**config.mk**
```make
export PLATFORM = sky130hd
export DESIGN_NAME = data_detransposer_flat
export DESIGN_NICKNAME = d
export VERILOG_FILES = /design/src/rtl/data_detransposer_pkg.sv /design/src/rtl/data_detransposer_if.sv /design/src/rtl/data_detransposer_plane_buf.sv /design/src/rtl/data_detransposer.sv /design/src/flat_wrapper.sv
export SDC_FILE = /design/constraint.sdc
export NUM_CORES = 2
export LEC_CHECK = 0
export BUFFER_PORTS_ARGS = -buffer_cell sky130_fd_sc_hd__clkbuf_2
export CORE_MARGIN = 5
export CORE_UTILIZATION = 30
export DETAILED_ROUTE_END_ITERATION = 10
export PLACE_DENSITY = 0.46
export SYNTH_ARGS = -nofsm -noshare
export SYNTH_HDL_FRONTEND = slang
export SYNTH_SLANG_ARGS = --single-unit
```
**constraint.sdc**
```tcl
create_clock -name clk -period 4.7 [get_ports clk]
set_input_delay 0.235 -clock clk [delete_from_list [all_inputs] [get_ports clk]]
set_output_delay 0.235 -clock clk [all_outputs]
set_load 0.1 [all_outputs]
```
**src/rtl/data_detransposer_pkg.sv**
```systemverilog
// Shared types, sizes and helpers for the MVU readback path.
// Sizes cover one MVU data bank and one block of up to 16 bit-planes.
package data_detransposer_pkg;

    localparam int DT_NUM_WORDS  = 64;   // lanes per bit-plane word
    localparam int DT_XLEN       = 32;   // host word width
    localparam int DT_ADDR_LEN   = 10;   // MVU data RAM address width
    localparam int DT_DATA_LEN   = 64;   // MVU data RAM word width (one bit per lane)
    localparam int DT_MAX_PREC   = 16;   // max bit-planes per block
    localparam int MVU_RD_LAT    = 2;    // accepted read to rdc_word valid

    localparam int DT_PREC_W     = 5;                        // holds 0..DT_MAX_PREC
    localparam int DT_PLANE_W    = $clog2(DT_MAX_PREC);      // plane buffer index
    localparam int DT_K_W        = $clog2(DT_NUM_WORDS);     // lane index
    localparam int DT_SH_W       = $clog2(DT_XLEN) + 1;      // holds 0..DT_XLEN

    typedef enum logic [1:0] {DT_IDLE, DT_FETCH, DT_DRAIN} detrans_state_t;

    // Turns MSB-aligned plane bits of one lane into an XLEN word.
    // The bits are placed at the top of the word and shifted back down by
    // XLEN-prec, so an arithmetic shift gives sign extension from bit prec-1
    // and a logical shift gives zero extension. Planes beyond prec fall off.
    function automatic logic [DT_XLEN-1:0] dt_extend(
        input logic [DT_MAX_PREC-1:0] bits,
        input logic [DT_PREC_W-1:0]   prec_v,
        input logic                   is_signed_v
    );
        logic [DT_XLEN-1:0]        top_v;
        logic signed [DT_XLEN-1:0] stop_v;
        logic [DT_SH_W-1:0]        sh_v;
        logic [DT_XLEN-1:0]        res_v;
        top_v  = {bits, {(DT_XLEN-DT_MAX_PREC){1'b0}}};
        stop_v = signed'(top_v);
        sh_v   = DT_SH_W'(DT_XLEN) - DT_SH_W'(prec_v);
        if (is_signed_v) begin
            res_v = $unsigned(stop_v >>> sh_v);
        end else begin
            res_v = top_v >> sh_v;
        end
        return res_v;
    endfunction

endpackage

```
**src/rtl/data_detransposer_if.sv**
```systemverilog
// MVU data RAM read port plus the host-side output stream of the detransposer.
// master: the detransposer; slave: the RAM/consumer side.
interface data_detransposer_if;
    import data_detransposer_pkg::*;

    logic                   rdc_en;
    logic                   rdc_grnt;
    logic [DT_ADDR_LEN-1:0] rdc_addr;
    logic [DT_DATA_LEN-1:0] rdc_word;
    logic                   out_valid;
    logic                   out_ready;
    logic [DT_XLEN-1:0]     out_word;
    logic                   out_last;

    modport master (
        output rdc_en, rdc_addr, out_valid, out_word, out_last,
        input  rdc_grnt, rdc_word, out_ready
    );

    modport slave (
        input  rdc_en, rdc_addr, out_valid, out_word, out_last,
        output rdc_grnt, rdc_word, out_ready
    );
endinterface

```
**src/rtl/data_detransposer_plane_buf.sv**
```systemverilog
// Plane buffer: one RAM word per bit-plane, single write port, and a
// combinational gather of one lane's bits across all planes (plane 0 at MSB).
module detrans_plane_buf
    import data_detransposer_pkg::*;
(
    input  logic                   clk,
    input  logic                   rst_n,
    input  logic                   i_clr,
    input  logic                   i_we,
    input  logic [DT_PLANE_W-1:0]  i_widx,
    input  logic [DT_DATA_LEN-1:0] i_wdata,
    input  logic [DT_K_W-1:0]      i_lane,
    output logic [DT_MAX_PREC-1:0] o_bits
);

    logic [DT_DATA_LEN-1:0] r_mem [DT_MAX_PREC];

    // Plane storage: cleared on reset and at block start, written per returning plane.
    always_ff @(posedge clk or negedge rst_n) begin
        if (!rst_n) begin
            for (int p = 0; p < DT_MAX_PREC; p++) begin
                r_mem[p] <= {DT_DATA_LEN{1'b0}};
            end
        end else if (i_clr) begin
            for (int p = 0; p < DT_MAX_PREC; p++) begin
                r_mem[p] <= {DT_DATA_LEN{1'b0}};
            end
        end else if (i_we) begin
            r_mem[i_widx] <= i_wdata;
        end
    end

    // Lane gather: plane p lands at bit MAX_PREC-1-p so plane 0 is the MSB.
    always_comb begin
        o_bits = {DT_MAX_PREC{1'b0}};
        for (int p = 0; p < DT_MAX_PREC; p++) begin
            o_bits[DT_MAX_PREC-1-p] = r_mem[p][i_lane];
        end
    end

endmodule

```
**src/rtl/data_detransposer.sv**
```systemverilog
// Readback path of one MVU: fetches prec bit-planes from the MVU data RAM,
// then streams one reconstructed (sign/zero-extended) integer per lane.
module data_detransposer
    import data_detransposer_pkg::*;
(
    input  logic                clk,
    input  logic                rst_n,
    input  logic [31:0]         prec,
    input  logic [31:0]         baddr,
    input  logic                is_signed,
    input  logic                start,
    output logic                busy,
    output logic                err,
    data_detransposer_if.master bus
);

    detrans_state_t         r_state, w_state_nxt;
    logic [DT_PREC_W-1:0]   r_prec, r_issued, r_recvd;
    logic [DT_PREC_W-1:0]   w_issued_nxt, w_recvd_nxt, w_prec_in, w_cfg_prec;
    logic [DT_ADDR_LEN-1:0] r_baddr, w_cfg_baddr, r_rdc_addr, w_rdc_addr_nxt;
    logic                   r_signed;
    logic [MVU_RD_LAT-1:0]  r_pipe;
    logic [DT_K_W-1:0]      r_k, w_k_nxt, w_lane;
    logic                   r_busy, r_err, r_rdc_en, r_out_valid, r_out_last;
    logic [DT_XLEN-1:0]     r_out_word, w_out_word_nxt;
    logic                   w_err_nxt, w_rdc_en_nxt, w_out_valid_nxt, w_out_last_nxt;
    logic                   w_load, w_clr, w_we, w_acc, w_ret, w_prec_ok;
    logic [DT_MAX_PREC-1:0] w_lane_bits;
    logic                   w_unused_bits;

    localparam logic [DT_K_W-1:0] K_LAST = DT_K_W'(DT_NUM_WORDS - 1);

    assign w_prec_in     = prec[DT_PREC_W-1:0];
    assign w_prec_ok     = (w_prec_in != {DT_PREC_W{1'b0}}) &&
                           (w_prec_in <= DT_PREC_W'(DT_MAX_PREC));
    assign w_unused_bits = ^{prec[31:DT_PREC_W], baddr[31:DT_ADDR_LEN]};
    assign w_acc         = r_rdc_en & bus.rdc_grnt;
    assign w_ret         = r_pipe[MVU_RD_LAT-1];
    assign w_we          = w_ret && (r_state == DT_FETCH) && (r_recvd < r_prec);
    // During DRAIN the gather looks one lane ahead so the next word is ready at handshake.
    assign w_lane        = (r_state == DT_DRAIN) ? (r_k + {{(DT_K_W-1){1'b0}}, 1'b1})
                                                 : {DT_K_W{1'b0}};

    detrans_plane_buf u_buf (
        .clk     (clk),
        .rst_n   (rst_n),
        .i_clr   (w_clr),
        .i_we    (w_we),
        .i_widx  (r_recvd[DT_PLANE_W-1:0]),
        .i_wdata (bus.rdc_word),
        .i_lane  (w_lane),
        .o_bits  (w_lane_bits)
    );

    // Next-state logic: start/err decode, request and return counting, output stream.
    always_comb begin
        w_state_nxt     = r_state;
        w_issued_nxt    = r_issued;
        w_recvd_nxt     = r_recvd;
        w_k_nxt         = r_k;
        w_load          = 1'b0;
        w_clr           = 1'b0;
        w_err_nxt       = 1'b0;
        w_out_valid_nxt = r_out_valid;
        w_out_word_nxt  = r_out_word;
        w_out_last_nxt  = r_out_last;
        case (r_state)
            DT_IDLE: begin
                if (start) begin
                    if (w_prec_ok) begin
                        w_state_nxt  = DT_FETCH;
                        w_issued_nxt = {DT_PREC_W{1'b0}};
                        w_recvd_nxt  = {DT_PREC_W{1'b0}};
                        w_k_nxt      = {DT_K_W{1'b0}};
                        w_load       = 1'b1;
                        w_clr        = 1'b1;
                    end else begin
                        w_err_nxt    = 1'b1;
                    end
                end else begin
                    w_state_nxt = DT_IDLE;
                end
            end
            DT_FETCH: begin
                if (w_acc) begin
                    w_issued_nxt = r_issued + {{(DT_PREC_W-1){1'b0}}, 1'b1};
                end else begin
                    w_issued_nxt = r_issued;
                end
                if (w_we) begin
                    w_recvd_nxt = r_recvd + {{(DT_PREC_W-1){1'b0}}, 1'b1};
                end else begin
                    w_recvd_nxt = r_recvd;
                end
                // All planes in: present lane 0 straight away.
                if (r_recvd == r_prec) begin
                    w_state_nxt     = DT_DRAIN;
                    w_out_valid_nxt = 1'b1;
                    w_out_word_nxt  = dt_extend(w_lane_bits, r_prec, r_signed);
                    w_out_last_nxt  = (K_LAST == {DT_K_W{1'b0}});
                end else begin
                    w_state_nxt     = DT_FETCH;
                end
            end
            DT_DRAIN: begin
                if (r_out_valid && bus.out_ready) begin
                    if (r_k == K_LAST) begin
                        w_state_nxt     = DT_IDLE;
                        w_out_valid_nxt = 1'b0;
                        w_out_last_nxt  = 1'b0;
                    end else begin
                        w_k_nxt         = w_lane;
                        w_out_word_nxt  = dt_extend(w_lane_bits, r_prec, r_signed);
                        w_out_last_nxt  = (w_lane == K_LAST);
                    end
                end else begin
                    w_state_nxt = DT_DRAIN;
                end
            end
            default: begin
                w_state_nxt     = DT_IDLE;
                w_out_valid_nxt = 1'b0;
                w_out_last_nxt  = 1'b0;
            end
        endcase
    end

    // Request port for next cycle; uses the freshly sampled config on the start cycle.
    always_comb begin
        w_cfg_prec     = w_load ? w_prec_in : r_prec;
        w_cfg_baddr    = w_load ? baddr[DT_ADDR_LEN-1:0] : r_baddr;
        w_rdc_en_nxt   = (w_state_nxt == DT_FETCH) && (w_issued_nxt < w_cfg_prec);
        w_rdc_addr_nxt = w_cfg_baddr + DT_ADDR_LEN'(w_issued_nxt);
    end

    // State, counters, latency pipe and all registered outputs.
    always_ff @(posedge clk or negedge rst_n) begin
        if (!rst_n) begin
            r_state     <= DT_IDLE;
            r_prec      <= {DT_PREC_W{1'b0}};
            r_baddr     <= {DT_ADDR_LEN{1'b0}};
            r_signed    <= 1'b0;
            r_issued    <= {DT_PREC_W{1'b0}};
            r_recvd     <= {DT_PREC_W{1'b0}};
            r_pipe      <= {MVU_RD_LAT{1'b0}};
            r_k         <= {DT_K_W{1'b0}};
            r_busy      <= 1'b0;
            r_err       <= 1'b0;
            r_rdc_en    <= 1'b0;
            r_rdc_addr  <= {DT_ADDR_LEN{1'b0}};
            r_out_valid <= 1'b0;
            r_out_word  <= {DT_XLEN{1'b0}};
            r_out_last  <= 1'b0;
        end else begin
            r_state     <= w_state_nxt;
            r_prec      <= w_cfg_prec;
            r_baddr     <= w_cfg_baddr;
            r_signed    <= w_load ? is_signed : r_signed;
            r_issued    <= w_issued_nxt;
            r_recvd     <= w_recvd_nxt;
            r_pipe      <= {r_pipe[MVU_RD_LAT-2:0], w_acc};
            r_k         <= w_k_nxt;
            r_busy      <= (w_state_nxt != DT_IDLE);
            r_err       <= w_err_nxt;
            r_rdc_en    <= w_rdc_en_nxt;
            r_rdc_addr  <= w_rdc_addr_nxt;
            r_out_valid <= w_out_valid_nxt;
            r_out_word  <= w_out_word_nxt;
            r_out_last  <= w_out_last_nxt;
        end
    end

    assign busy          = r_busy;
    assign err           = r_err;
    assign bus.rdc_en    = r_rdc_en;
    assign bus.rdc_addr  = r_rdc_addr;
    assign bus.out_valid = r_out_valid;
    assign bus.out_word  = r_out_word;
    assign bus.out_last  = r_out_last;

endmodule
```
**src/flat_wrapper.sv**
```systemverilog
// flat-port wrapper written by rule: the top's interface ports become plain ports
module data_detransposer_flat import data_detransposer_pkg::*;
  (clk, rst_n, prec, baddr, is_signed, start, busy, err, bus_rdc_en, bus_rdc_addr, bus_out_valid, bus_out_word, bus_out_last, bus_rdc_grnt, bus_rdc_word, bus_out_ready);
  data_detransposer_if bus_i ();
  input  logic clk;
  input  logic rst_n;
  input  logic [31:0] prec;
  input  logic [31:0] baddr;
  input  logic is_signed;
  input  logic start;
  output logic busy;
  output logic err;
  output wire logic [$bits(bus_i.rdc_en)-1:0] bus_rdc_en;
  output wire logic [$bits(bus_i.rdc_addr)-1:0] bus_rdc_addr;
  output wire logic [$bits(bus_i.out_valid)-1:0] bus_out_valid;
  output wire logic [$bits(bus_i.out_word)-1:0] bus_out_word;
  output wire logic [$bits(bus_i.out_last)-1:0] bus_out_last;
  input wire logic [$bits(bus_i.rdc_grnt)-1:0] bus_rdc_grnt;
  input wire logic [$bits(bus_i.rdc_word)-1:0] bus_rdc_word;
  input wire logic [$bits(bus_i.out_ready)-1:0] bus_out_ready;
  assign bus_rdc_en = bus_i.rdc_en;
  assign bus_rdc_addr = bus_i.rdc_addr;
  assign bus_out_valid = bus_i.out_valid;
  assign bus_out_word = bus_i.out_word;
  assign bus_out_last = bus_i.out_last;
  assign bus_i.rdc_grnt = bus_rdc_grnt;
  assign bus_i.rdc_word = bus_rdc_word;
  assign bus_i.out_ready = bus_out_ready;
  data_detransposer u_core (.clk(clk), .rst_n(rst_n), .prec(prec), .baddr(baddr), .is_signed(is_signed), .start(start), .busy(busy), .err(err), .bus(bus_i));
endmodule
```
==> summary.txt <==
Status - finished clean
Synth top area cells - dfrtp_1 (48%), nand2_1 (15%), a21oi_1 (9.9%)
Placed inst area - 61820 um2
WL/cell - 26.73 um
Critical path, cell by cell - ha_4 > xor2_4 > nor2_1 > nand2_1 > buf_4 > a221o_1 > nand4b_1 > buf_4 > o211ai_1 > buf_4 > mux4_2 > o22a_1 > a31o_1 > a221oi_2
Hold Path Class - primary input to async pin
Sw Pwr - 0.02085 W
Post-synth EDFFs - 0
Setup_tns - 0 ns
Maxcap violations - 0
Count leader, synth - nand2_1
Critical path required time - 5.37 ns
Fraction of registers with async set/reset - 100.0%
Fin worst setup slack - 0.05997 ns
Critical Path Start - u_core.r_k[0]$_DFFE_PN0P_
Critical path capture point type - flip-flop
Placed cell count - 9120
Routed wire length - 250.9 mm
Via count - 52050
Register area share after synthesis - 48.36%
Die area - 199800 um2
Share of total power in sequential cells - 26.6%
DP Wirelength - 154.8 mm
M1 WL - 109.8 mm
Critical Path AT - 5.31 ns
Post-layout instance area - 66360 um2
Final net count - 6918
Path depth of the worst reg2reg path - 14
Max Slew Vio Count - 0
Sw frac - 44.81%
Power density over the cells - 701.3 nW/um2
Slew @ Worst Pin - 1.276 ns
Post-route ant nets - 0
Final cycle utilization of the critical path - 98.72%
First-pass iteration count of the detailed router - 6
Placer Congestion - 0.8807
Synth top area share - 48.36%
# port buffers - 131
Max Buffers Root-to-Sink - 3
Cts bufs inserted - 131
Start of the worst register-to-register path - u_core.r_k[0]$_DFFE_PN0P_
Clock power share - 22.1%
Peak VDD IR - 429.3 uV
Vias in the first global route - 49440
Post-synth net total - 6974
Htree depth - 4
Share of layout cells above drive strength 1 - 12.63%
Kind of critical path - flip-flop to flip-flop
#FFs+latches synth - 1107
Die width - 447.0 um
Die H - 447.0 um
Max incr delay on CP - 0.57 ns
Clock Latency Late Sink - 0.79 ns
I/O Pins - 181
Maximum operating frequency - 215.5 MHz
Internal power - 0.02569 W
Pre-CTS setup slack - -0.2337 ns
Initial drt markers - 6093
Top cell type by total area after synthesis - dfrtp_1
Slowest CP cell - dfrtp_4
Final hold vios - 0
Mean area per synthesized cell - 8.400 um2
Combinational group share of total power - 51.3%
Global-route wire length before repair - 363.7 mm
Row Count - 160
Ys Warns - 0
DR WL met3 - 18.16 mm
Initial antenna violation count - 18
CTS root buf - clkbuf_16
Overflow after GRT - 0
Final setup vio count - 0
Top cells by count, synth - nand2_1 (2245), a21oi_1 (1128), dfrtp_1 (1107), clkbuf_1 (506), nor2_1 (221)
Synth Instances - 6820
Core box area - 190000 um2
Initial core utilization - 30.15%
Clk pin slew, worst setup/hold paths - 0.06 ns
Crit Path Max Fanout - 10
Cell Count, Final, Fillers Out - 9383
Vias/cell - 5.548
Most Frequent Cell on Critical Path - buf_4
GRT Util Overall - 24.41%
Drt drc - 0
TritonCTS clock tree - yes
Leak - 28.09 nW
Area Growth Syn to Fin - 15.84%
RSZ-0062 raised after global routing - no
Worst setup SP type - flip-flop
Met2 WL - 114.5 mm
Slew margin rel. - 14.91%
Post-Syn Area - 57280 um2
Synth cell types - 99
Clock sinks - 1107
Fin crit period - 4.640 ns
Fill cells - 19590
Top sig layer - met5
Ys flop type - dfrtp_1
Pin count of the biggest net entering global routing - 211
WHS - 0.05719 ns
Clk_skew - 0.02936 ns
-- worst paths after layout --
kind | end | slack, ns
min in group clk | u_core.u_buf.r_mem[668]$_DFFE_PN0P_ | 0.06
setup / recovery | u_core.bus.out_word[6]$_DFFE_PN0P_ | 0.06
max in group asynchronous | u_core.u_buf.r_mem[786]$_DFFE_PN0P_ | 3.28
hold / removal | u_core.u_buf.r_mem[133]$_DFFE_PN0P_ | 0.06
setup reg to reg | u_core.bus.out_word[6]$_DFFE_PN0P_ | 0.06
hold reg to reg | u_core.r_pipe[1]$_DFF_PN0_ | 0.38
-- placed cells by master (no fill, tap or decap), drive strengths merged, types with 61 or more instances in the layout --
cell type  synthesis  layout
a211oi            84      84
nor2             222     222
a21oi           1128    1128
o22ai             73      73
nor2b             61      61
a2bb2oi           77      77
nand2           2247    2247
clkbuf           506     331
buf              193     360
mux2i            180     180
o21ai            125     125
dfrtp           1107    1107
mux2              74      74
-- metrics by stage --
step,util (%),total power (W)
2_1_floorplan,-,0.02551
3_3_place_gp,32.54,0.03579
3_5_place_dp,32.54,0.03587
4_1_cts,34.88,0.04629
5_1_grt,34.92,0.04848
6_report,34.93,0.04654
-- state kept, by name (all words and copies together) (netlist names), 2 cells and up --
register and count:
u_core.r_baddr 10, u_core.bus.rdc_addr 10, u_core.r_state 2, u_core.r_pipe 2, u_core.r_k 6, u_core.bus.out_word 32
u_core.r_recvd 5, u_core.r_prec 5, u_core.r_issued 5, u_core.u_buf.r_mem 1024
-- cell type report --
class / count / area (um2) / area share, %
antenna: 9 / 22.52 / 0.03394
clock buffer: 201 / 3920 / 5.907
clock inverter: 31 / 315.3 / 0.4752
inverter: 25 / 103.9 / 0.1565
multi-input combinational: 4989 / 26730 / 40.29
sequential: 1107 / 27710 / 41.76
tap: 2511 / 3142 / 4.735
timing repair buffer: 510 / 4412 / 6.648
-- what timing repair did --
action / CTS / global route
resized for setup: 3 / 12
endpoints found under the hold margin: 139 / 0
buffers inserted: 0 / 2
setup endpoints to repair: 9 / 23
hold buffers: 20 / 0
-- logic make-up (layout without fill, tap and decap cells) --
logic type / count (synthesis) / after routing / share of synthesized area, %
adders and majority gates: 20 / 20 / 0.4499
buffers and inverters: 724 / 767 / 5.565
other: 0 / 9 / 0
DFF: 1107 / 1107 / 48.36
xor gates and xnor gates: 28 / 28 / 0.4936
AOI/OAI and AO/OA: 1884 / 1884 / 19.89
and+or+nand+nor: 2782 / 2782 / 19.80
muxes: 275 / 275 / 5.439
-- power by group through the flow --
stage | clock [W] | sequential [W] | combinational, W
finish | 0.0103 | 0.0124 | 0.0239
global route | 0.0108 | 0.0126 | 0.0251
CTS | 0.0105 | 0.0124 | 0.0235
detailed placement | 0 | 0.0125 | 0.0233
global placement | 0 | 0.0125 | 0.0233
floorplan | 0 | 0.0134 | 0.0121
-- worst max-delay path, delay by kind of cell (launching register included) --
family	cells	cell delay [ns]
AO/OA/AOI/OAI	5	1.32
AND/OR/NAND/NOR	3	0.94
buffers and inverters	3	0.73
flip-flops	1	0.57
multiplexers	1	0.48
adder cells (fa/ha/maj)	1	0.26
XOR/XNOR	1	0.22
-- routing by layer --
| metal | track usage (%) | vias up |
|---|---|---|
| li1 | - | 23230 |
| met1 | 34.48 | 26360 |
| met2 | 38.12 | 2023 |
| met3 | 4.191 | 435 |
| met4 | 7.721 | 6 |
| met5 | 0 | - |
(Power assumes the default switching activity.)
